### src/rtl/demux_seq_ctrl_pkg.sv
// Shared types and constants for the 1-to-4 demux sequencer.
package demux_seq_ctrl_pkg;

    typedef enum logic [1:0] {
        IDLE  = 2'd0,
        DRIVE = 2'd1,
        GAP   = 2'd2
    } state_t;

    localparam logic       MODE_SCAN = 1'b0;
    localparam logic       MODE_DIR  = 1'b1;
    localparam logic [2:0] SCAN_LAST = 3'd7;

    function automatic logic [3:0] dst_onehot(input logic [1:0] dst);
        return 4'b0001 << dst;
    endfunction

endpackage

### src/rtl/demux_seq_ctrl_if.sv
// Request stream and demux-side outputs of the sequencer.
interface demux_seq_ctrl_if #(
    parameter int DATA_W = 1,
    parameter int CNT_W  = 8
);
    logic              mode;
    logic              en;
    logic              req_vld;
    logic [1:0]        req_dst;
    logic [DATA_W-1:0] req_dat;
    logic              req_rdy;
    logic              sel_a;
    logic              sel_b;
    logic [DATA_W-1:0] dmx_o;
    logic [3:0]        out_vld;
    logic              busy;
    logic              done;
    logic [CNT_W-1:0]  xfer_cnt;

    modport master (
        output mode, en, req_vld, req_dst, req_dat,
        input  req_rdy, sel_a, sel_b, dmx_o, out_vld, busy, done, xfer_cnt
    );

    modport slave (
        input  mode, en, req_vld, req_dst, req_dat,
        output req_rdy, sel_a, sel_b, dmx_o, out_vld, busy, done, xfer_cnt
    );
endinterface

### src/rtl/demux_seq_ctrl_hold_timer.sv
// Down-counter that times the DRIVE phase; reloads whenever not counting.
module demux_seq_ctrl_hold_timer #(
    parameter int HOLD_CYC = 2
) (
    input  logic clk,
    input  logic rst_n,
    input  logic load,
    output logic expire
);
    localparam int TW = $clog2(HOLD_CYC + 1);

    logic [TW-1:0] cnt;

    always_ff @(posedge clk or negedge rst_n) begin
        if (!rst_n)            cnt <= '0;
        else if (load)         cnt <= TW'(HOLD_CYC - 1);
        else if (cnt != '0)    cnt <= cnt - 1'b1;
    end

    // High on the last of the HOLD_CYC counting cycles.
    assign expire = !load && (cnt == '0);
endmodule

### src/rtl/demux_seq_ctrl.sv
// Sequencer for a combinational 1-to-4 demux: directed request stream or
// self-timed scan of all 8 {a,b,o} codes, with one-hot output strobe.
module demux_seq_ctrl
    import demux_seq_ctrl_pkg::*;
#(
    parameter int DATA_W   = 1,
    parameter int HOLD_CYC = 2,
    parameter int CNT_W    = 8
) (
    input  logic             clk,
    input  logic             rst_n,
    demux_seq_ctrl_if.slave  bus
);
    state_t            state;
    logic              mode_q;
    logic [2:0]        step;
    logic [2:0]        nxt_step;
    logic [1:0]        sel;
    logic [DATA_W-1:0] dmx_o;
    logic [3:0]        out_vld;
    logic              done;
    logic [CNT_W-1:0]  xfer_cnt;
    logic              expire;

    demux_seq_ctrl_hold_timer #(.HOLD_CYC(HOLD_CYC)) u_hold (
        .clk    (clk),
        .rst_n  (rst_n),
        .load   (state != DRIVE),
        .expire (expire)
    );

    assign nxt_step     = step + 3'd1;
    assign bus.req_rdy  = ((state == IDLE) && (bus.mode == MODE_DIR)) ||
                          ((state == GAP)  && (mode_q   == MODE_DIR));
    assign bus.sel_a    = sel[1];
    assign bus.sel_b    = sel[0];
    assign bus.dmx_o    = dmx_o;
    assign bus.out_vld  = out_vld;
    assign bus.busy     = (state != IDLE);
    assign bus.done     = done;
    assign bus.xfer_cnt = xfer_cnt;

    always_ff @(posedge clk or negedge rst_n) begin
        if (!rst_n) begin
            state    <= IDLE;
            mode_q   <= MODE_SCAN;
            step     <= '0;
            sel      <= '0;
            dmx_o    <= '0;
            out_vld  <= '0;
            done     <= 1'b0;
            xfer_cnt <= '0;
        end else begin
            done <= 1'b0;
            case (state)
                IDLE: begin
                    if (bus.mode == MODE_DIR) begin
                        mode_q <= MODE_DIR;
                        if (bus.req_vld) begin
                            sel     <= bus.req_dst;
                            dmx_o   <= bus.req_dat;
                            out_vld <= dst_onehot(bus.req_dst);
                            state   <= DRIVE;
                        end
                    end else if (bus.en) begin
                        mode_q  <= MODE_SCAN;
                        step    <= '0;
                        sel     <= 2'b00;
                        dmx_o   <= '0;
                        out_vld <= dst_onehot(2'b00);
                        state   <= DRIVE;
                    end
                end
                DRIVE: begin
                    if (expire) begin
                        // Data forced low between transfers so the demux never glitches.
                        state    <= GAP;
                        out_vld  <= '0;
                        dmx_o    <= '0;
                        xfer_cnt <= xfer_cnt + 1'b1;
                        done     <= (mode_q == MODE_SCAN) && (step == SCAN_LAST);
                    end
                end
                GAP: begin
                    if (mode_q == MODE_DIR) begin
                        if (bus.req_vld) begin
                            sel     <= bus.req_dst;
                            dmx_o   <= bus.req_dat;
                            out_vld <= dst_onehot(bus.req_dst);
                            state   <= DRIVE;
                        end else begin
                            state <= IDLE;
                        end
                    end else if (step != SCAN_LAST) begin
                        step    <= nxt_step;
                        sel     <= nxt_step[2:1];
                        dmx_o   <= {DATA_W{nxt_step[0]}};
                        out_vld <= dst_onehot(nxt_step[2:1]);
                        state   <= DRIVE;
                    end else begin
                        state <= IDLE;
                    end
                end
                default: state <= IDLE;
            endcase
        end
    end
endmodule

### src/flat_wrapper.sv
// flat-port wrapper written by rule: the top's interface ports become plain ports
module demux_seq_ctrl_flat import demux_seq_ctrl_pkg::*;
#(
    parameter int DATA_W   = 1,
    parameter int HOLD_CYC = 2,
    parameter int CNT_W    = 8
)
  (clk, rst_n, bus_mode, bus_en, bus_req_vld, bus_req_dst, bus_req_dat, bus_req_rdy, bus_sel_a, bus_sel_b, bus_dmx_o, bus_out_vld, bus_busy, bus_done, bus_xfer_cnt);
  demux_seq_ctrl_if #(.DATA_W(DATA_W), .CNT_W(CNT_W)) bus_i ();
  input  logic clk;
  input  logic rst_n;
  input wire logic [$bits(bus_i.mode)-1:0] bus_mode;
  input wire logic [$bits(bus_i.en)-1:0] bus_en;
  input wire logic [$bits(bus_i.req_vld)-1:0] bus_req_vld;
  input wire logic [$bits(bus_i.req_dst)-1:0] bus_req_dst;
  input wire logic [$bits(bus_i.req_dat)-1:0] bus_req_dat;
  output wire logic [$bits(bus_i.req_rdy)-1:0] bus_req_rdy;
  output wire logic [$bits(bus_i.sel_a)-1:0] bus_sel_a;
  output wire logic [$bits(bus_i.sel_b)-1:0] bus_sel_b;
  output wire logic [$bits(bus_i.dmx_o)-1:0] bus_dmx_o;
  output wire logic [$bits(bus_i.out_vld)-1:0] bus_out_vld;
  output wire logic [$bits(bus_i.busy)-1:0] bus_busy;
  output wire logic [$bits(bus_i.done)-1:0] bus_done;
  output wire logic [$bits(bus_i.xfer_cnt)-1:0] bus_xfer_cnt;
  assign bus_i.mode = bus_mode;
  assign bus_i.en = bus_en;
  assign bus_i.req_vld = bus_req_vld;
  assign bus_i.req_dst = bus_req_dst;
  assign bus_i.req_dat = bus_req_dat;
  assign bus_req_rdy = bus_i.req_rdy;
  assign bus_sel_a = bus_i.sel_a;
  assign bus_sel_b = bus_i.sel_b;
  assign bus_dmx_o = bus_i.dmx_o;
  assign bus_out_vld = bus_i.out_vld;
  assign bus_busy = bus_i.busy;
  assign bus_done = bus_i.done;
  assign bus_xfer_cnt = bus_i.xfer_cnt;
  demux_seq_ctrl #(.DATA_W(DATA_W), .HOLD_CYC(HOLD_CYC), .CNT_W(CNT_W)) u_core (.clk(clk), .rst_n(rst_n), .bus(bus_i));
endmodule
### config.mk
export PLATFORM = sky130hd
export DESIGN_NAME = demux_seq_ctrl_flat
export DESIGN_NICKNAME = d
export VERILOG_FILES = /design/src/rtl/demux_seq_ctrl_pkg.sv /design/src/rtl/demux_seq_ctrl_if.sv /design/src/rtl/demux_seq_ctrl_hold_timer.sv /design/src/rtl/demux_seq_ctrl.sv /design/src/flat_wrapper.sv
export SDC_FILE = /design/constraint.sdc
export NUM_CORES = 1
export LEC_CHECK = 0
export ABC_AREA = 1
export BUFFER_PORTS_ARGS = -buffer_cell sky130_fd_sc_hd__buf_4
export CAP_MARGIN = 30
export CORE_UTILIZATION = 38
export CTS_BUF_LIST = sky130_fd_sc_hd__clkbuf_4 sky130_fd_sc_hd__clkbuf_8
export CTS_CLUSTER_SIZE = 16
export DETAILED_ROUTE_END_ITERATION = 12
export PLACE_DENSITY = 0.58
export SYNTH_ARGS = -nofsm -noshare
export SYNTH_HDL_FRONTEND = slang
export SYNTH_HIERARCHICAL = 1
export SYNTH_SLANG_ARGS = --single-unit
### constraint.sdc
create_clock -name clk -period 5 [get_ports clk]
set_input_delay 0.5 -clock clk [delete_from_list [all_inputs] [get_ports clk]]
set_output_delay 0.5 -clock clk [all_outputs]
set_load 0.02 [all_outputs]
==> results.sh, run 1 <==
export IMPL_worst_setup_path_type="reg -> out"
export IMPL_cp_end_kind="output pin"
export IMPL_wl_um=3100
export IMPL_dp_slack_ps=3050
export IMPL_dp_hpwl_um=2460
export IMPL_synth_area_leaders="dfrtp_1 (40%), nand2_1 (15%), ha_1 (8.3%)"
export IMPL_async_flop_share_pct=100
export IMPL_synth_ff_type="dfrtp_1"
export IMPL_synthXorXnorAreaFrac_pct=2.31
export IMPL_worst_slack_ps=2900
export IMPL_drv_cap=0
export IMPL_ctsRootBufferMaster="clkbuf_8"
export IMPL_synth_edff_count=0
export IMPL_synth_compound_area_share_pct=7.93
export IMPL_cts_path_max_buffers=2
export IMPL_antenna_found_initial=0
export IMPL_nets=245
export IMPL_rows=22
export IMPL_die_h_um=65.1
export IMPL_rsz0062_at_grt="false"
export IMPL_syn_inst=199
export IMPL_synth_fa_ha_area_share_pct=8.26
export IMPL_dieArea_um2=4240
export IMPL_p_leak_nw=0.990
export IMPL_hp_class="in -> async"
export IMPL_area_delta_synth_final_pct=19.8
export IMPL_multiInputGateArea_um2=785
export IMPL_yosys_top_cells_count="nand2_1 (62), inv_1 (25), dfrtp_1 (24)"
export IMPL_synth_seq_area_share_pct=39.6
export IMPL_relSlewSlack_pct=73.1
export IMPL_drt_initial_drc_count=38
export IMPL_drive_gt1_share_pct=21.2
export IMPL_grt_pass1_vias=1230
export IMPL_critPathMaxFanout=11
export IMPL_synth_largest_area_cell="dfrtp_1"
export IMPL_post_drt_wl_per_cell_um=11.3
export IMPL_die_w_um=65.1
export IMPL_initial_core_util_pct=40.5
export IMPL_syn_area_um2=1520
export IMPL_yosys_warnings=6
export IMPL_fill_cells=394
export IMPL_tritoncts="done"
export IMPL_vias_per_cell=4.72
export IMPL_ios=26
export IMPL_period_share_pct=41.9
export IMPL_syn_area_per_cell_um2=7.61
export IMPL_grt_usage_pct=16.7
export IMPL_ir_drop_uv=237
export IMPL_yosys_area_top_type_share_pct=39.6
export IMPL_synth_cell_types=26
export IMPL_required_ps=4500
export IMPL_route_detailed_drc=0
export IMPL_synth_mux_area_share_pct=0.743
export IMPL_hold_buffers=0
export IMPL_cp_arrival_ps=1600
export IMPL_cts_made_buffers=3
export IMPL_cts_num_sinks=24
export IMPL_hold_viol_final=0
export IMPL_num_antenna_cells=0
export IMPL_dr_total_vias=1293
export IMPL_synth_top_family_by_area="simple AND/OR/NAND/NOR gates"
export IMPL_clk_latency_ps=270
export IMPL_port_buffers=25
export IMPL_slew_violations=0
export IMPL_finClkSkew_ps=3.27
export IMPL_min_period_ps=2100
export IMPL_gp_congestion=0.810
export IMPL_grt_max_degree=25
export IMPL_yosysMostFrequentCell="nand2_1"
export IMPL_cts_resized_gates=0
export IMPL_dr_pass1_iters=4
export IMPL_finalSetupTns_ps=0
export IMPL_placeableCoreArea_um2=3740
export IMPL_postCtsSetupBuffers=0
export IMPL_setup_viol=0
export IMPL_clk_pin_slew_ps=90
export IMPL_grt_pass1_wl_um=5420
export IMPL_register_area_um2=601
export IMPL_detail_route_antenna_nets=0
export IMPL_synth_nets=217
export IMPL_htree_levels=1
export IMPL_cp_start_kind="register"
export IMPL_overflow=0
export IMPL_powerDensity_nw_per_um2=522
export IMPL_tightestPinTransition_ps=404
export IMPL_synthSimpleGateAreaFrac_pct=32.5
export IMPL_ys_ff_latch=24
export IMPL_max_freq_mhz=477
export IMPL_outcome="finished, final reports clean"
## critical path, stage by stage (launching register included)
cell and delay, ps:
dfrtp_1 450, inv_1 110, ha_1 410, nand2_1 120, nand2_1 100, buf_4 140
## placed cells by master (no fill, tap or decap), types with 2 or more instances in the layout
cell / instances
inv_1: 25
ha_1: 10
inv_2: 3
nand2_1: 62
xnor2_1: 3
o21ai_1: 5
nand3_1: 14
clkbuf_8: 3
o21ai_0: 10
a21oi_1: 4
dfrtp_1: 24
nand2_2: 4
o21ai_2: 2
nand3_2: 2
buf_4: 25
nor2_4: 3
nor2_1: 17
## layer usage
layer | vias up | wire, um | track usage, %
met5 | - | 0 | 0
met2 | 22 | 1400 | 25.9
met4 | 0 | 51 | 6.52
li1 | 677 | - | -
met3 | 5 | 114 | 2.43
met1 | 589 | 1530 | 23.3
## cell type report
type / count / area share (%)
Timing Repair Buffer: 25 / 10.3
Clock inverter: 1 / 1.65
Sequential cell: 24 / 33.1
Multi-Input combinational cell: 144 / 43.2
Inverter: 29 / 6.13
Clock buffer: 3 / 2.27
Tap cell: 48 / 3.31
## registers in the layout, summed over array words and instances, names as in the netlist
register             count
u_core/step              3
u_core/u_hold/cnt        2
u_core/bus.done          1
u_core/bus.xfer_cnt      8
u_core/bus.out_vld       4
u_core/bus.dmx_o         1
u_core/mode_q            1
u_core/state             2
u_core/sel               2
## cells by family after synthesis
kind of cell | after synthesis
muxes | 1
and+or+nand+nor | 107
buffers and inverters | 31
adders and majority gates | 10
xor gates and xnor gates | 4
AOI/OAI and AO/OA | 22
DFF | 24
## final timing paths
check | end | cells past startpoint | slack [ps] | startpoint
worst max-delay path | bus_req_rdy | 5 | 2900 | u_core/state[0]
min in group clk | u_core/bus.out_vld[1] | 2 | 500 | u_core/bus.out_vld[1]
max in group asynchronous | u_core/step[2] | 1 | 4650 | rst_n
worst min-delay path | u_core/sel[1] | 1 | 110 | rst_n
worst min register to register | u_core/bus.out_vld[1] | 2 | 500 | u_core/bus.out_vld[1]
worst max register to register | u_core/bus.xfer_cnt[7] | 11 | 3060 | u_core/state[1]
## metrics by stage
step | area, um2 | power, mW | util (%) | std cells | hold WS, ps
final | 1820 | 0.947 | 48.5 | 274 | 111
after global routing | 1820 | 1.03 | 48.5 | 274 | 131
after CTS | 1820 | 0.960 | 48.5 | 274 | 121
after detailed placement | 1740 | 0.784 | 46.6 | 270 | 422
after global placement | 1740 | 0.780 | 46.6 | 270 | 423
after floorplan | 1520 | 0.652 | - | 199 | 204
## where the power goes
group | switching [mW] | internal (mW)
Clock | 0.0654 | 0.107
Sequential | 0.0510 | 0.245
Combinational | 0.307 | 0.171
Note: power is estimated with default switching activity, not from simulation.
==> inputs of run 2 (changes only) <==
--- a/config.mk
+++ b/config.mk
@@ -5,14 +5,14 @@
 export SDC_FILE = /design/constraint.sdc
 export NUM_CORES = 1
 export LEC_CHECK = 0
-export ABC_AREA = 1
+export ABC_AREA = 0
 export BUFFER_PORTS_ARGS = -buffer_cell sky130_fd_sc_hd__buf_4
 export CAP_MARGIN = 30
 export CORE_UTILIZATION = 38
 export CTS_BUF_LIST = sky130_fd_sc_hd__clkbuf_4 sky130_fd_sc_hd__clkbuf_8
 export CTS_CLUSTER_SIZE = 16
 export DETAILED_ROUTE_END_ITERATION = 12
-export PLACE_DENSITY = 0.58
+export PLACE_DENSITY = 0.6
 export SYNTH_ARGS = -nofsm -noshare
 export SYNTH_HDL_FRONTEND = slang
 export SYNTH_HIERARCHICAL = 1
==> constraint.sdc (replaced) <==
create_clock -name clk -period 1.9 [get_ports clk]
set_input_delay 0.19 -clock clk [delete_from_list [all_inputs] [get_ports clk]]
set_output_delay 0.19 -clock clk [all_outputs]
set_load 0.02 [all_outputs]
==> run 2 against run 1 <==
  * Sequential cell count is the same
  * Clock power grew 59%
  * Hold slack better by 69 ps
  * Largest cell class unchanged
==> results.sh, run 2 <==
export IMPL_yosys_area_top_type_share_pct=43.6
export IMPL_overflow=0
export IMPL_total_power_mw=2.56
export IMPL_syn_area_per_cell_um2=9.97
export IMPL_grt_max_degree=25
export IMPL_switching_share_pct=41.7
export IMPL_htree_levels=1
export IMPL_grt_usage_pct=15.7
export IMPL_grt_pass1_wl_um=4830
export IMPL_drt_initial_drc_count=35
export IMPL_nets=196
export IMPL_final_cell_count_no_fill=223
export IMPL_drive_gt1_share_pct=33.3
export IMPL_tritoncts="done"
export IMPL_outcome="finished, final reports clean"
export IMPL_yosys_warnings=6
export IMPL_die_w_um=62.2
export IMPL_detail_route_antenna_nets=0
export IMPL_yosysMostFrequentCell="dfrtp_1"
export IMPL_place_inst=216
export IMPL_cp_arrival_ps=2070
export IMPL_worst_setup_path_type="reg -> reg"
export IMPL_dr_total_vias=1140
export IMPL_async_flop_share_pct=100
export IMPL_powerDensity_nw_per_um2=1420
export IMPL_finClkSkew_ps=4.44
export IMPL_syn_area_um2=1380
export IMPL_cts_path_max_buffers=2
export IMPL_rows=21
export IMPL_synth_largest_area_cell="dfrtp_1"
export IMPL_yosys_top_cells_count="dfrtp_1 (24), nand2_1 (15), inv_1 (12)"
export IMPL_layout_commonest_cell="buf_4"
export IMPL_switchingPower_mw=1.07
export IMPL_required_ps=2120
export IMPL_max_freq_mhz=540
export IMPL_setup_viol=0
export IMPL_dp_hpwl_um=2240
export IMPL_slew_violations=0
export IMPL_cp_end_kind="register"
export IMPL_gp_congestion=0.852
export IMPL_hold_viol_final=0
export IMPL_reg_top3="u_core/bus.xfer_cnt x8, u_core/bus.out_vld x4, u_core/step x3"
export IMPL_synth_nets=156
export IMPL_area_delta_synth_final_pct=31.1
export IMPL_largest_register="u_core/bus.xfer_cnt"
export IMPL_relSlewSlack_pct=75.1
export IMPL_worst_hold_slack_ps=180
export IMPL_vias_per_cell=5.11
export IMPL_synth_area_leaders="dfrtp_1 (44%), ha_1 (9.1%), nand2_1 (4.1%)"
export IMPL_dieArea_um2=3870
export IMPL_cts_num_sinks=24
export IMPL_critPathMaxFanout=3
export IMPL_ys_ff_latch=24
export IMPL_clk_pin_slew_ps=130
export IMPL_cts_made_buffers=3
export IMPL_ctsRootBufferMaster="clkbuf_4"
export IMPL_seqPwrFrac_pct=31.4
export IMPL_tightestPinTransition_ps=370
export IMPL_syn_inst=138
export IMPL_route_detailed_drc=0
export IMPL_min_period_ps=1850
export IMPL_port_buffers=25
export IMPL_period_share_pct=97.4
export IMPL_synth_seq_area_share_pct=43.6
export IMPL_drv_cap=0
export IMPL_synth_ff_type="dfrtp_1"
export IMPL_largest_reg_flops=8
export IMPL_synth_edff_count=0
export IMPL_wl_um=3010
export IMPL_dp_slack_ps=-18.9
export IMPL_placeableCoreArea_um2=3420
export IMPL_ios=26
export IMPL_initial_core_util_pct=40.3
export IMPL_pwr_share_clk_pct=10.7
export IMPL_worst_slack_ps=48.7
export IMPL_synth_cell_types=33
export IMPL_antenna_found_initial=0
export IMPL_p_leak_nw=0.837
export IMPL_dr_pass1_iters=4
export IMPL_num_antenna_cells=0
export IMPL_p_int_mw=1.49
export IMPL_hp_class="in -> reg"
export IMPL_final_cell_mix="buf_4 (36), dfrtp_1 (22), nand2_1 (15), inv_1 (11), o21ai_0 (9)"
export IMPL_grt_pass1_vias=1079
export IMPL_ir_drop_uv=800
export IMPL_clk_latency_ps=320
export IMPL_finalSetupTns_ps=0
export IMPL_die_h_um=62.2
export IMPL_post_drt_wl_per_cell_um=13.5
export IMPL_cp_start_kind="register"
export IMPL_combPwrFrac_pct=57.9
[run 2: final timing paths]
check | start | to | slack, ps | depth (start not counted)
min in group asynchronous | rst_n | u_core/u_hold/cnt[0] | 290 | 2
worst min-delay path | bus_en | u_core/mode_q | 180 | 3
worst max-delay path | u_core/step[0] | u_core/bus.out_vld[3] | 50 | 6
worst max register to register | u_core/step[0] | u_core/bus.out_vld[3] | 50 | 6
max in group asynchronous | rst_n | u_core/state[0] | 1350 | 2
worst min register to register | u_core/bus.xfer_cnt[7] | u_core/bus.xfer_cnt[7] | 480 | 1
[run 2: cell type report]
class	instances	area [um2]
clock buffers	4	36.3
fillers	326	1610
inverters	12	45.0
multi-input cells	100	782
flip-flops and latches	24	603
well taps	46	57.6
repair buffers	37	280
[run 2: worst max-delay path, cell delays in order, from the launching register on]
cell and delay (ps):
dfrtp_2 460, ha_4 170, ha_4 160, and3b_2 240
a2111oi_4 340, o21ai_2 130, a22o_1 250
[run 2: power by group through the flow]
stage | clock network [mW] | registers [mW] | logic (mW)
finish | 0.273 | 0.802 | 1.48
global route | 0.306 | 0.822 | 1.62
CTS | 0.288 | 0.794 | 1.43
detailed placement | 0 | 0.804 | 1.41
global placement | 0 | 0.792 | 1.38
floorplan | 0 | 0.879 | 0.812
[run 2: stage by stage]
stage | instance area [um2] | util, %
2_1_floorplan | 1390 | -
3_3_place_gp | 1700 | 49.6
3_5_place_dp | 1700 | 49.6
4_1_cts | 1750 | 51.2
5_1_grt | 1800 | 52.8
6_report | 1800 | 52.8
[run 2: cell families after synthesis]
| kind of cell | synth area share, % |
|---|---|
| flip-flops | 43.6 |
| buffers and inverters | 3.91 |
| adder cells (fa/ha/maj) | 9.09 |
| AND/OR/NAND/NOR | 16.8 |
| multiplexers | 5.45 |
| AO/OA/AOI/OAI | 16.0 |
| XOR/XNOR | 5.09 |
[run 2: metal layers]
layer  track usage, %  share of wire, %  vias up
li1                 -                 -      565
met1             20.9                49      540
met2             24.5                46       29
met3             4.23               4.0        6
met4             5.52               1.3        0
met5                0                 0        -
[run 2: what timing repair did]
| item | in CTS | in global routing |
|---|---|---|
| hold buffers | 1 | 0 |
| setup buffers | 0 | 2 |
| gates resized for setup | 1 | 11 |
| hold endpoints to repair | 24 | 0 |
| pin swaps | 0 | 1 |
| setup endpoints to repair | 3 | 9 |
